**src/rtl/uart_cfg_core.sv**
```systemverilog
// uart_cfg_core: parameterised UART with TX FIFO, RX holding register,
// parity/framing checks, overrun detection and internal loopback.
`timescale 1ns/1ps
module uart_cfg_core #(
  parameter int unsigned CLK_FREQ  = 50000000,
  parameter int unsigned BAUD      = 115200,
  parameter int unsigned DATA_BITS = 8,
  parameter int unsigned PARITY    = 0,
  parameter int unsigned STOP_BITS = 1,
  parameter int unsigned TX_DEPTH  = 4
) (
  input  logic                 sys_clk,
  input  logic                 sys_rst,
  input  logic                 rx_data,
  output logic                 tx_data,
  input  logic [DATA_BITS-1:0] tx_wdata,
  input  logic                 tx_valid,
  output logic                 tx_ready,
  output logic [DATA_BITS-1:0] rx_rdata,
  output logic                 rx_valid,
  input  logic                 rx_ready,
  output logic                 parity_err,
  output logic                 frame_err,
  output logic                 overrun,
  input  logic                 loopback
);

  localparam int unsigned DIV    = CLK_FREQ / BAUD;
  localparam int unsigned HALF   = DIV / 2;
  localparam int unsigned CNT_W  = $clog2(DIV);
  localparam int unsigned IDX_W  = 4;
  localparam int unsigned PTR_W  = $clog2(TX_DEPTH);
  localparam int unsigned FCNT_W = PTR_W + 1;
  localparam logic        PAR_EN  = (PARITY != 0);
  localparam logic        ODD_PAR = (PARITY == 1);

  typedef enum logic [2:0] {
    ST_IDLE   = 3'd0,
    ST_START  = 3'd1,
    ST_DATA   = 3'd2,
    ST_PARITY = 3'd3,
    ST_STOP   = 3'd4
  } state_e;

  // ---------------------------------------------------------------------------
  // TX FIFO
  // ---------------------------------------------------------------------------
  logic [DATA_BITS-1:0] fifo_q [TX_DEPTH];
  logic [PTR_W-1:0]     wr_ptr_q, wr_ptr_d;
  logic [PTR_W-1:0]     rd_ptr_q, rd_ptr_d;
  logic [FCNT_W-1:0]    count_q, count_d;
  logic                 tx_ready_q, tx_ready_d;
  logic                 push_c;
  logic                 pop_c;
  logic [DATA_BITS-1:0] fifo_rd_c;

  assign push_c    = tx_valid && tx_ready_q;
  assign fifo_rd_c = fifo_q[rd_ptr_q];

  // FIFO pointer/count next state; a full FIFO refuses pushes regardless of pops
  always_comb begin
    wr_ptr_d   = wr_ptr_q;
    rd_ptr_d   = rd_ptr_q;
    count_d    = count_q + FCNT_W'(push_c) - FCNT_W'(pop_c);
    if (push_c) wr_ptr_d = wr_ptr_q + PTR_W'(1);
    if (pop_c)  rd_ptr_d = rd_ptr_q + PTR_W'(1);
    tx_ready_d = (count_d < FCNT_W'(TX_DEPTH));
  end

  // FIFO control registers
  always_ff @(posedge sys_clk) begin
    if (sys_rst) begin
      wr_ptr_q   <= '0;
      rd_ptr_q   <= '0;
      count_q    <= '0;
      tx_ready_q <= 1'b1;
    end else begin
      wr_ptr_q   <= wr_ptr_d;
      rd_ptr_q   <= rd_ptr_d;
      count_q    <= count_d;
      tx_ready_q <= tx_ready_d;
    end
  end

  // FIFO storage, no reset needed since count gates every read
  always_ff @(posedge sys_clk) begin
    if (push_c) fifo_q[wr_ptr_q] <= tx_wdata;
  end

  // ---------------------------------------------------------------------------
  // TX serializer
  // ---------------------------------------------------------------------------
  state_e               tx_state_q, tx_state_d;
  logic [CNT_W-1:0]     tx_cnt_q, tx_cnt_d;
  logic [IDX_W-1:0]     tx_idx_q, tx_idx_d;
  logic [DATA_BITS-1:0] tx_shift_q, tx_shift_d;
  logic                 tx_par_q, tx_par_d;
  logic                 tx_bit_c;
  logic                 tx_bit_end_c;
  logic                 ser_q;
  logic                 tx_data_q;

  assign tx_bit_end_c = (tx_cnt_q == CNT_W'(DIV - 1));

  // TX FSM next state and the serial bit for the current state
  always_comb begin
    tx_state_d = tx_state_q;
    tx_cnt_d   = tx_cnt_q;
    tx_idx_d   = tx_idx_q;
    tx_shift_d = tx_shift_q;
    tx_par_d   = tx_par_q;
    pop_c      = 1'b0;
    tx_bit_c   = 1'b1;
    unique case (tx_state_q)
      ST_IDLE: begin
        if (count_q != '0) begin
          pop_c      = 1'b1;
          tx_state_d = ST_START;
          tx_cnt_d   = '0;
        end
      end
      ST_START: begin
        tx_bit_c = 1'b0;
        if (tx_bit_end_c) begin
          tx_cnt_d   = '0;
          tx_idx_d   = '0;
          tx_state_d = ST_DATA;
        end else begin
          tx_cnt_d = tx_cnt_q + CNT_W'(1);
        end
      end
      ST_DATA: begin
        tx_bit_c = tx_shift_q[0];
        if (tx_bit_end_c) begin
          tx_cnt_d   = '0;
          tx_shift_d = tx_shift_q >> 1;
          if (tx_idx_q == IDX_W'(DATA_BITS - 1)) begin
            tx_idx_d   = '0;
            tx_state_d = PAR_EN ? ST_PARITY : ST_STOP;
          end else begin
            tx_idx_d = tx_idx_q + IDX_W'(1);
          end
        end else begin
          tx_cnt_d = tx_cnt_q + CNT_W'(1);
        end
      end
      ST_PARITY: begin
        tx_bit_c = tx_par_q;
        if (tx_bit_end_c) begin
          tx_cnt_d   = '0;
          tx_idx_d   = '0;
          tx_state_d = ST_STOP;
        end else begin
          tx_cnt_d = tx_cnt_q + CNT_W'(1);
        end
      end
      ST_STOP: begin
        tx_bit_c = 1'b1;
        if (tx_bit_end_c) begin
          tx_cnt_d = '0;
          if (tx_idx_q == IDX_W'(STOP_BITS - 1)) begin
            tx_idx_d = '0;
            // Chain straight into the next start bit when more data waits
            if (count_q != '0) begin
              pop_c      = 1'b1;
              tx_state_d = ST_START;
            end else begin
              tx_state_d = ST_IDLE;
            end
          end else begin
            tx_idx_d = tx_idx_q + IDX_W'(1);
          end
        end else begin
          tx_cnt_d = tx_cnt_q + CNT_W'(1);
        end
      end
      default: tx_state_d = ST_IDLE;
    endcase
    if (pop_c) begin
      tx_shift_d = fifo_rd_c;
      tx_par_d   = (^fifo_rd_c) ^ ODD_PAR;
    end
  end

  // TX FSM state and serial line registers
  always_ff @(posedge sys_clk) begin
    if (sys_rst) begin
      tx_state_q <= ST_IDLE;
      tx_cnt_q   <= '0;
      tx_idx_q   <= '0;
      tx_shift_q <= '0;
      tx_par_q   <= 1'b0;
      ser_q      <= 1'b1;
      tx_data_q  <= 1'b1;
    end else begin
      tx_state_q <= tx_state_d;
      tx_cnt_q   <= tx_cnt_d;
      tx_idx_q   <= tx_idx_d;
      tx_shift_q <= tx_shift_d;
      tx_par_q   <= tx_par_d;
      ser_q      <= tx_bit_c;
      tx_data_q  <= loopback ? 1'b1 : tx_bit_c;
    end
  end

  assign tx_data  = tx_data_q;
  assign tx_ready = tx_ready_q;

  // ---------------------------------------------------------------------------
  // RX deserializer
  // ---------------------------------------------------------------------------
  logic [1:0]           sync_q;
  logic                 rx_in_c;
  state_e               rx_state_q, rx_state_d;
  logic [CNT_W-1:0]     rx_cnt_q, rx_cnt_d;
  logic [IDX_W-1:0]     rx_idx_q, rx_idx_d;
  logic [DATA_BITS-1:0] rx_shift_q, rx_shift_d;
  logic                 rx_pbad_q, rx_pbad_d;
  logic                 rx_done_c;
  logic                 rx_fbad_c;
  logic                 rx_bit_end_c;

  assign rx_in_c      = sync_q[1];
  assign rx_bit_end_c = (rx_cnt_q == CNT_W'(DIV - 1));

  // Two-flop synchronizer on the selected receive source
  always_ff @(posedge sys_clk) begin
    if (sys_rst) sync_q <= 2'b11;
    else         sync_q <= {sync_q[0], loopback ? ser_q : rx_data};
  end

  // RX FSM next state: half-bit start check, then mid-bit sampling
  always_comb begin
    rx_state_d = rx_state_q;
    rx_cnt_d   = rx_cnt_q;
    rx_idx_d   = rx_idx_q;
    rx_shift_d = rx_shift_q;
    rx_pbad_d  = rx_pbad_q;
    rx_done_c  = 1'b0;
    rx_fbad_c  = 1'b0;
    unique case (rx_state_q)
      ST_IDLE: begin
        if (!rx_in_c) begin
          rx_state_d = ST_START;
          rx_cnt_d   = '0;
          rx_pbad_d  = 1'b0;
        end
      end
      ST_START: begin
        if (rx_cnt_q == CNT_W'(HALF - 1)) begin
          rx_cnt_d   = '0;
          rx_idx_d   = '0;
          rx_state_d = rx_in_c ? ST_IDLE : ST_DATA;
        end else begin
          rx_cnt_d = rx_cnt_q + CNT_W'(1);
        end
      end
      ST_DATA: begin
        if (rx_bit_end_c) begin
          rx_cnt_d   = '0;
          rx_shift_d = {rx_in_c, rx_shift_q[DATA_BITS-1:1]};
          if (rx_idx_q == IDX_W'(DATA_BITS - 1)) begin
            rx_idx_d   = '0;
            rx_state_d = PAR_EN ? ST_PARITY : ST_STOP;
          end else begin
            rx_idx_d = rx_idx_q + IDX_W'(1);
          end
        end else begin
          rx_cnt_d = rx_cnt_q + CNT_W'(1);
        end
      end
      ST_PARITY: begin
        if (rx_bit_end_c) begin
          rx_cnt_d   = '0;
          rx_pbad_d  = rx_in_c != ((^rx_shift_q) ^ ODD_PAR);
          rx_state_d = ST_STOP;
        end else begin
          rx_cnt_d = rx_cnt_q + CNT_W'(1);
        end
      end
      ST_STOP: begin
        if (rx_bit_end_c) begin
          rx_cnt_d   = '0;
          rx_done_c  = 1'b1;
          rx_fbad_c  = !rx_in_c;
          rx_state_d = ST_IDLE;
        end else begin
          rx_cnt_d = rx_cnt_q + CNT_W'(1);
        end
      end
      default: rx_state_d = ST_IDLE;
    endcase
  end

  // RX FSM state registers
  always_ff @(posedge sys_clk) begin
    if (sys_rst) begin
      rx_state_q <= ST_IDLE;
      rx_cnt_q   <= '0;
      rx_idx_q   <= '0;
      rx_shift_q <= '0;
      rx_pbad_q  <= 1'b0;
    end else begin
      rx_state_q <= rx_state_d;
      rx_cnt_q   <= rx_cnt_d;
      rx_idx_q   <= rx_idx_d;
      rx_shift_q <= rx_shift_d;
      rx_pbad_q  <= rx_pbad_d;
    end
  end

  // ---------------------------------------------------------------------------
  // RX holding register and handshake
  // ---------------------------------------------------------------------------
  logic [DATA_BITS-1:0] rx_rdata_q, rx_rdata_d;
  logic                 rx_valid_q, rx_valid_d;
  logic                 perr_q, perr_d;
  logic                 ferr_q, ferr_d;
  logic                 overrun_q, overrun_d;

  // Load on frame completion if the slot is free or being drained, else drop
  always_comb begin
    rx_rdata_d = rx_rdata_q;
    rx_valid_d = rx_valid_q;
    perr_d     = perr_q;
    ferr_d     = ferr_q;
    overrun_d  = 1'b0;
    if (rx_valid_q && rx_ready) rx_valid_d = 1'b0;
    if (rx_done_c) begin
      if (!rx_valid_q || rx_ready) begin
        rx_rdata_d = rx_shift_q;
        rx_valid_d = 1'b1;
        perr_d     = rx_pbad_q;
        ferr_d     = rx_fbad_c;
      end else begin
        overrun_d = 1'b1;
      end
    end
  end

  // Holding register outputs
  always_ff @(posedge sys_clk) begin
    if (sys_rst) begin
      rx_rdata_q <= '0;
      rx_valid_q <= 1'b0;
      perr_q     <= 1'b0;
      ferr_q     <= 1'b0;
      overrun_q  <= 1'b0;
    end else begin
      rx_rdata_q <= rx_rdata_d;
      rx_valid_q <= rx_valid_d;
      perr_q     <= perr_d;
      ferr_q     <= ferr_d;
      overrun_q  <= overrun_d;
    end
  end

  assign rx_rdata   = rx_rdata_q;
  assign rx_valid   = rx_valid_q;
  assign parity_err = perr_q;
  assign frame_err  = ferr_q;
  assign overrun    = overrun_q;

endmodule

```
**config.mk**
```make
export PLATFORM = sky130hd
export DESIGN_NAME = uart_cfg_core
export DESIGN_NICKNAME = d
export VERILOG_FILES = /design/src/rtl/uart_cfg_core.sv
export SDC_FILE = /design/constraint.sdc
export NUM_CORES = 1
export LEC_CHECK = 0
export CAP_MARGIN = 20
export CORE_UTILIZATION = 56
export CTS_CLUSTER_DIAMETER = 150
export DETAILED_ROUTE_END_ITERATION = 7
export HOLD_SLACK_MARGIN = 0.02
export MAX_ROUTING_LAYER = met4
export PLACE_DENSITY = 0.76
export SLEW_MARGIN = 40
export SYNTH_ARGS = -nofsm -noshare
export SYNTH_HDL_FRONTEND = slang
export SYNTH_SLANG_ARGS = --single-unit
export TNS_END_PERCENT = 100
```
**constraint.sdc**
```tcl
create_clock -name sys_clk -period 3.6 [get_ports sys_clk]
set_input_delay 0.54 -clock sys_clk [delete_from_list [all_inputs] [get_ports sys_clk]]
set_output_delay 0.54 -clock sys_clk [all_outputs]
set_load 0.05 [all_outputs]
```
# After elaboration in Yosys (flattened, before gate mapping)
# Memory sizes are Yosys's and may differ from the RTL's. A register that Yosys moved wholly into a read port is not among the register bits.
# Index checks and enable logic that the tools add are counted.
word_totals:
  ff_bits: 74
  ramBits: 32
  input_bits: 14
  output_inout_bits: 14
  word_cells: 152
  memories: 1
mem_list:
  columns: ["memory", "words", "width", "read_ports", "rd_clocked_by_memory_dff", "wr", "line_no", "source"]
  rows:
  - ["fifo_q", 4, 8, 1, 1, 1, "48", "logic [DATA_BITS-1:0] fifo_q [TX_DEPTH];"]
op_classes:
  n_addsub: 8
  n_lt_le_gt_ge: 1
  n_eq_ne: 28
  mux: 58
  bitwise_logic: 1
  reduce_logical: 33
op_table:
  columns: ["operator", "count"]
  rows:
  - ["$mux W9", 5]
  - ["$mux W3", 13]
  - ["$mux W4", 8]
  - ["$pmux W3 S5", 2]
  - ["$pmux W9 S3", 1]
  - ["$ne A2 B2 Y1 const B", 13]
  - ["$mux W8", 3]
  - ["$add A9 B1 Y9 const B", 2]
  - ["$eq A9 B9 Y1 const B", 2]
  - ["$pmux W9 S2", 1]
  - ["$mux W1", 17]
  - ["$reduce_xor A8 Y1", 2]
  - ["$eq A3 B2 Y1 const B", 4]
  - ["$pmux W4 S3", 1]
  - ["$reduce_and A2 Y1", 5]
  - ["$reduce_bool A2 Y1", 5]
  - ["$eq A9 B8 Y1 const B", 1]
  - ["$reduce_bool A3 Y1", 3]
  - ["$add A4 B1 Y4 const B", 2]
  - ["$eq A4 B3 Y1 const B", 2]
  - ["$pmux W4 S2", 1]
  - ["$reduce_and A7 Y1", 1]
  - ["$eq A3 B1 Y1 const B", 2]
  - ["$eq A3 B3 Y1 const B", 2]
  - ["21 further kinds", 31]

# Depth between registers and ports, before layout
depth:
  word_depth: 7
  depth_mapped: 13
  mapped_depth_nobuf: 11

# Worst setup path before layout
# Ideal clock, no wire load.
synth_timing:
  path_type: "reg-to-reg"
  start: "register tx_cnt_q[2]"
  end: "register tx_ready_q, in the netlist tx_ready"
  arrival_ns: 2.535
  required_time_ns: 3.477
  path_slack_ns: 0.942
  stages_incl_launch_ff: 12
  period_less_slack_ns: 2.658
  path_cell_list: "dfxtp_1 > or4b_1 > buf_2 > o41ai_4 > and2_1 > buf_6 > buf_8 > xnor2_1 > ha_1 > fa_1 > xnor2_1 > nand2b_1"
synth_between:
  elab_chain_cells: 5
synth_rtl:
  columns: ["item", "line_no", "source"]
  rows:
  - ["from (decl)", "94", "logic [CNT_W-1:0] tx_cnt_q, tx_cnt_d;"]
  - ["from (signal assigned)", "197", "tx_cnt_q <= tx_cnt_d;"]
  - ["$eq A9 B9 Y1", "103", "assign tx_bit_end_c = (tx_cnt_q == CNT_W'(DIV - 1));"]
  - ["$mux W1", "159", "if (tx_bit_end_c) begin"]
  - ["$pmux W1 S2", "114", "unique case (tx_state_q)"]
  - ["$sub A3 B1 Y3", "64", "count_d = count_q + FCNT_W'(push_c) - FCNT_W'(pop_c);"]
  - ["$lt A3 B3 Y1", "67", "tx_ready_d = (count_d < FCNT_W'(TX_DEPTH));"]
  - ["to (signal assigned)", "81", "tx_ready_q <= tx_ready_d;"]
  - ["to (decl)", "52", "logic tx_ready_q, tx_ready_d;"]
# Every way passes these cells.
# A chain may end at the register's enable or synchronous reset.

# Final worst setup path
# Same ends and word-level chain as after synthesis.

==> metrics.yaml <==
power_and_ir_drop:
  pwr-share-clk_pct: 24.2
  p_comb_share_pct: 25.5
  cellPowerDensity_nw_per_um2: 551
  peakVddDrop_mv: 0.385
  p_leak_nw: 1.91
  finalPower_mw: 2.96
  swShare_pct: 31.7
  p_switching_mw: 0.938
  seqPwrFrac_pct: 50.4
  p_int_mw: 2.02
run:
  maxCapViolations: 0
sta:
  relSlewSlack_pct: 45.4
  worst_slew_pin_slew_ps: 819
  period_minus_slack_ps: 2740
  finalHoldViolCount: 0
  finalSetupViolCount: 0
  rsz0062_at_grt: "false"
  fin_setup_tns_ps: 0
  max_freq_mhz: 365
  whs_ps: 453
  final_max_slew_viol_count: 0
  fin_skew_ps: 12.2
  setup_ws_ps: 862
  finalCritPeriodShare_pct: 76.1
worst_hold_path:
  hp-class: "reg -> reg"
  hold_depth: 1
layout:
  nNetsFinal: 505
  fin_cells: 587
  syn2layout_area_growth_pct: 10.5
  fin_util_pct: 64.6
  finalInstanceArea_um2: 5370
  drive_above_1_share_pct: 9.13
  diodes: 0
clock_tree:
  cts-hold-fix-buffers: 0
  cts_tree: "built"
  cts.sinks: 108
  post_cts_resized: 0
  cts_max_level: 3
  clockBufferDepth: 2
  cts_root_buffer: "clkbuf_8"
  cts_buffers: 9
  clkLatencyLatePin_ps: 370
  clk_pin_slew_ps: 100
  postCtsSetupRepairBufs: 0
detailed_routing:
  wire_per_inst_um: 14.2
  vias: 3287
  wl_um: 8340
  drt_iter0_drc: 134
  via_per_inst: 5.60
  drcViolationCount: 0
  ant_nets: 0
  firstDrtPassIters: 4
global_route:
  grt.total_usage_pct: 21.0
  busiest_layer: "met2"
  antenna_found_initial: 0
  globalRouteOverflowTotal: 0
  grt_max_degree: 38
  use_met1_pct: 26.4
  grt_use_met2_pct: 33.5
  grtUsageMet3_pct: 4.07
  grt_pass1_wl_um: 14200
  first_global_vias: 3072
synthesis:
  synth_ff_type: "dfxtp_1"
  yosys_warnings: 0
  syn_avg_cell_area_um2: 10.6
  synth_fa_ha_area_share_pct: 3.76
  ys_seq_elements: 108
  synth_simple_gate_area_share_pct: 19.1
  synth_top_family_by_area: "simple AND/OR/NAND/NOR gates"
  synth_area_um2: 4860
  synthXorXnorAreaFrac_pct: 5.51
  synth.distinct_cells: 62
  synth_mux_area_share_pct: 7.42
  synth-edff-count: 32
  synth_compound_area_share_pct: 10.1
  syn_nets: 485
  synth_cells: 457
  ys_seq_area_share_pct: 51.1
  async_flop_share_pct: 0
worst_setup_path:
  cpPeakStageDelay_ps: 690
  crit_top_cell: "xnor2_1"
  cp_max_fo: 5
  path_cells: "or4b_1, o41ai_4, and2_1, xnor2_1, ha_1, fa_1, xnor2_1, nand2b_1"
  cp-end-kind: "flip-flop"
  arrival_ps: 3000
  cpMaxStageDelayCell: "or4b_1"
  reg2reg_depth: 8
  cp-start-kind: "flip-flop"
  critPathRequiredTime_ps: 3860
  r2r_slack_ps: 860
  critical_path_class: "reg -> reg"
placement:
  place_area_um2: 5170
  dpl.hpwl_um: 5810
  place_congestion: 0.844
  dp_cells: 571
  io_buffers: 27
  place_ws_ps: 869
floorplanning:
  ioPinCount: 28
  fp.dieW_um: 95.1
  rows: 33
  dieArea_um2: 9050
  fp.dieH_um: 95.1
  initial_core_util_pct: 58.5
  core_region_area_um2: 8300
outcome:
  outcome: "finished clean"
critical path, delay by kind of cell, from the launching register on:
| kind | cells | cell delay (ps) |
|---|---|---|
| AO/OA/AOI/OAI | 1 | 380 |
| XOR/XNOR | 2 | 260 |
| adder cells (fa/ha/maj) | 2 | 590 |
| flip-flops | 1 | 360 |
| AND/OR/NAND/NOR | 3 | 1030 |
path summary, 6_finish.rpt:
kind	start	end
worst min-delay path	ser_q	sync_q[0]
worst max-delay path	tx_cnt_q[2]	tx_ready
worst max register to register	tx_cnt_q[2]	tx_ready
worst min register to register	ser_q	sync_q[0]
flip-flops by register name (all words and copies together) (netlist names), 2 cells and up, named ones only:
register,count
rx_cnt_q,9
fifo_q,32
rx_rdata,8
tx_cnt_q,9
rx_shift_q,8
tx_shift_q,8
rx_idx_q,4
sync_q,2
count_q,3
rd_ptr_q,2
tx_idx_q,4
wr_ptr_q,2
rx_state_q,3
tx_state_q,3
final cells by class:
type                    instances  area, um2
fillers                       630       2930
clock buffers                  10        131
clock inverters                 6       65.1
inverters                      12       45.0
well taps                     105        131
multi-input cells             317       2230
flip-flops and latches        108       2480
repair buffers                 29        280
cells in the mapped netlist (2+ instances only):
cell type / instances / area share, %
buf_1: 2 / 0.15
nand2_1: 36 / 2.8
nand2b_1: 5 / 0.64
a21oi_2: 5 / 0.90
nor2b_1: 8 / 1.0
mux4_2: 8 / 3.7
o21ai_0: 8 / 0.82
buf_2: 4 / 0.41
nor2_1: 49 / 3.8
or2_2: 2 / 0.26
inv_1: 12 / 0.93
and3_1: 4 / 0.52
nor3_1: 8 / 0.82
clkbuf_1: 12 / 0.93
o21ai_1: 2 / 0.21
nand3_1: 19 / 2.0
a22oi_1: 7 / 1.1
ha_1: 13 / 3.3
o21a_1: 2 / 0.31
xor2_1: 7 / 1.3
nand3b_1: 6 / 0.93
nor3b_1: 3 / 0.46
or3_1: 10 / 1.3
a211oi_1: 2 / 0.31
or4b_1: 3 / 0.62
nor4_1: 2 / 0.26
edfxtp_1: 32 / 20
dfxtp_1: 76 / 31
nand4_1: 7 / 0.90
o2111ai_1: 2 / 0.36
a31oi_1: 9 / 1.2
and2_1: 3 / 0.39
a21oi_1: 23 / 2.4
mux2i_1: 18 / 3.7
xnor2_1: 21 / 3.8
per-layer routing:
layer	share of wire, %	vias up
li1	-	1673
met1	48	1549
met2	47	52
met3	2.9	13
met4	1.5	0
met5	0	-
power by group through the flow:
stage | Clock (mW) | Combinational, mW | Sequential [mW]
CTS | 0.740 | 0.760 | 1.49
global route | 0.787 | 0.841 | 1.51
detailed placement | 0 | 0.755 | 1.52
global placement | 0 | 0.729 | 1.51
finish | 0.715 | 0.753 | 1.49
floorplan | 0 | 0.657 | 1.48
logic make-up (layout without fill, tap and decap cells):
logic type / after synthesis / in the layout
AOI/OAI and AO/OA: 71 / 71
buffers and inverters: 32 / 57
xor gates and xnor gates: 29 / 29
and+or+nand+nor: 177 / 177
DFF: 108 / 108
muxes: 26 / 26
adders and majority gates: 14 / 14
layout by cell type, fill, tap and decap left out, drive strengths merged, types with 10 or more instances in the layout:
master          n
mux2i          18
a21oi          28
clkdlybuf4s50  26
clkbuf         10
nand3          19
dfxtp          76
nand2          36
ha             13
or3            10
edfxtp         32
nor2           50
xnor2          21
inv            16
o21ai          10
Note: power is estimated with default switching activity, not from simulation.
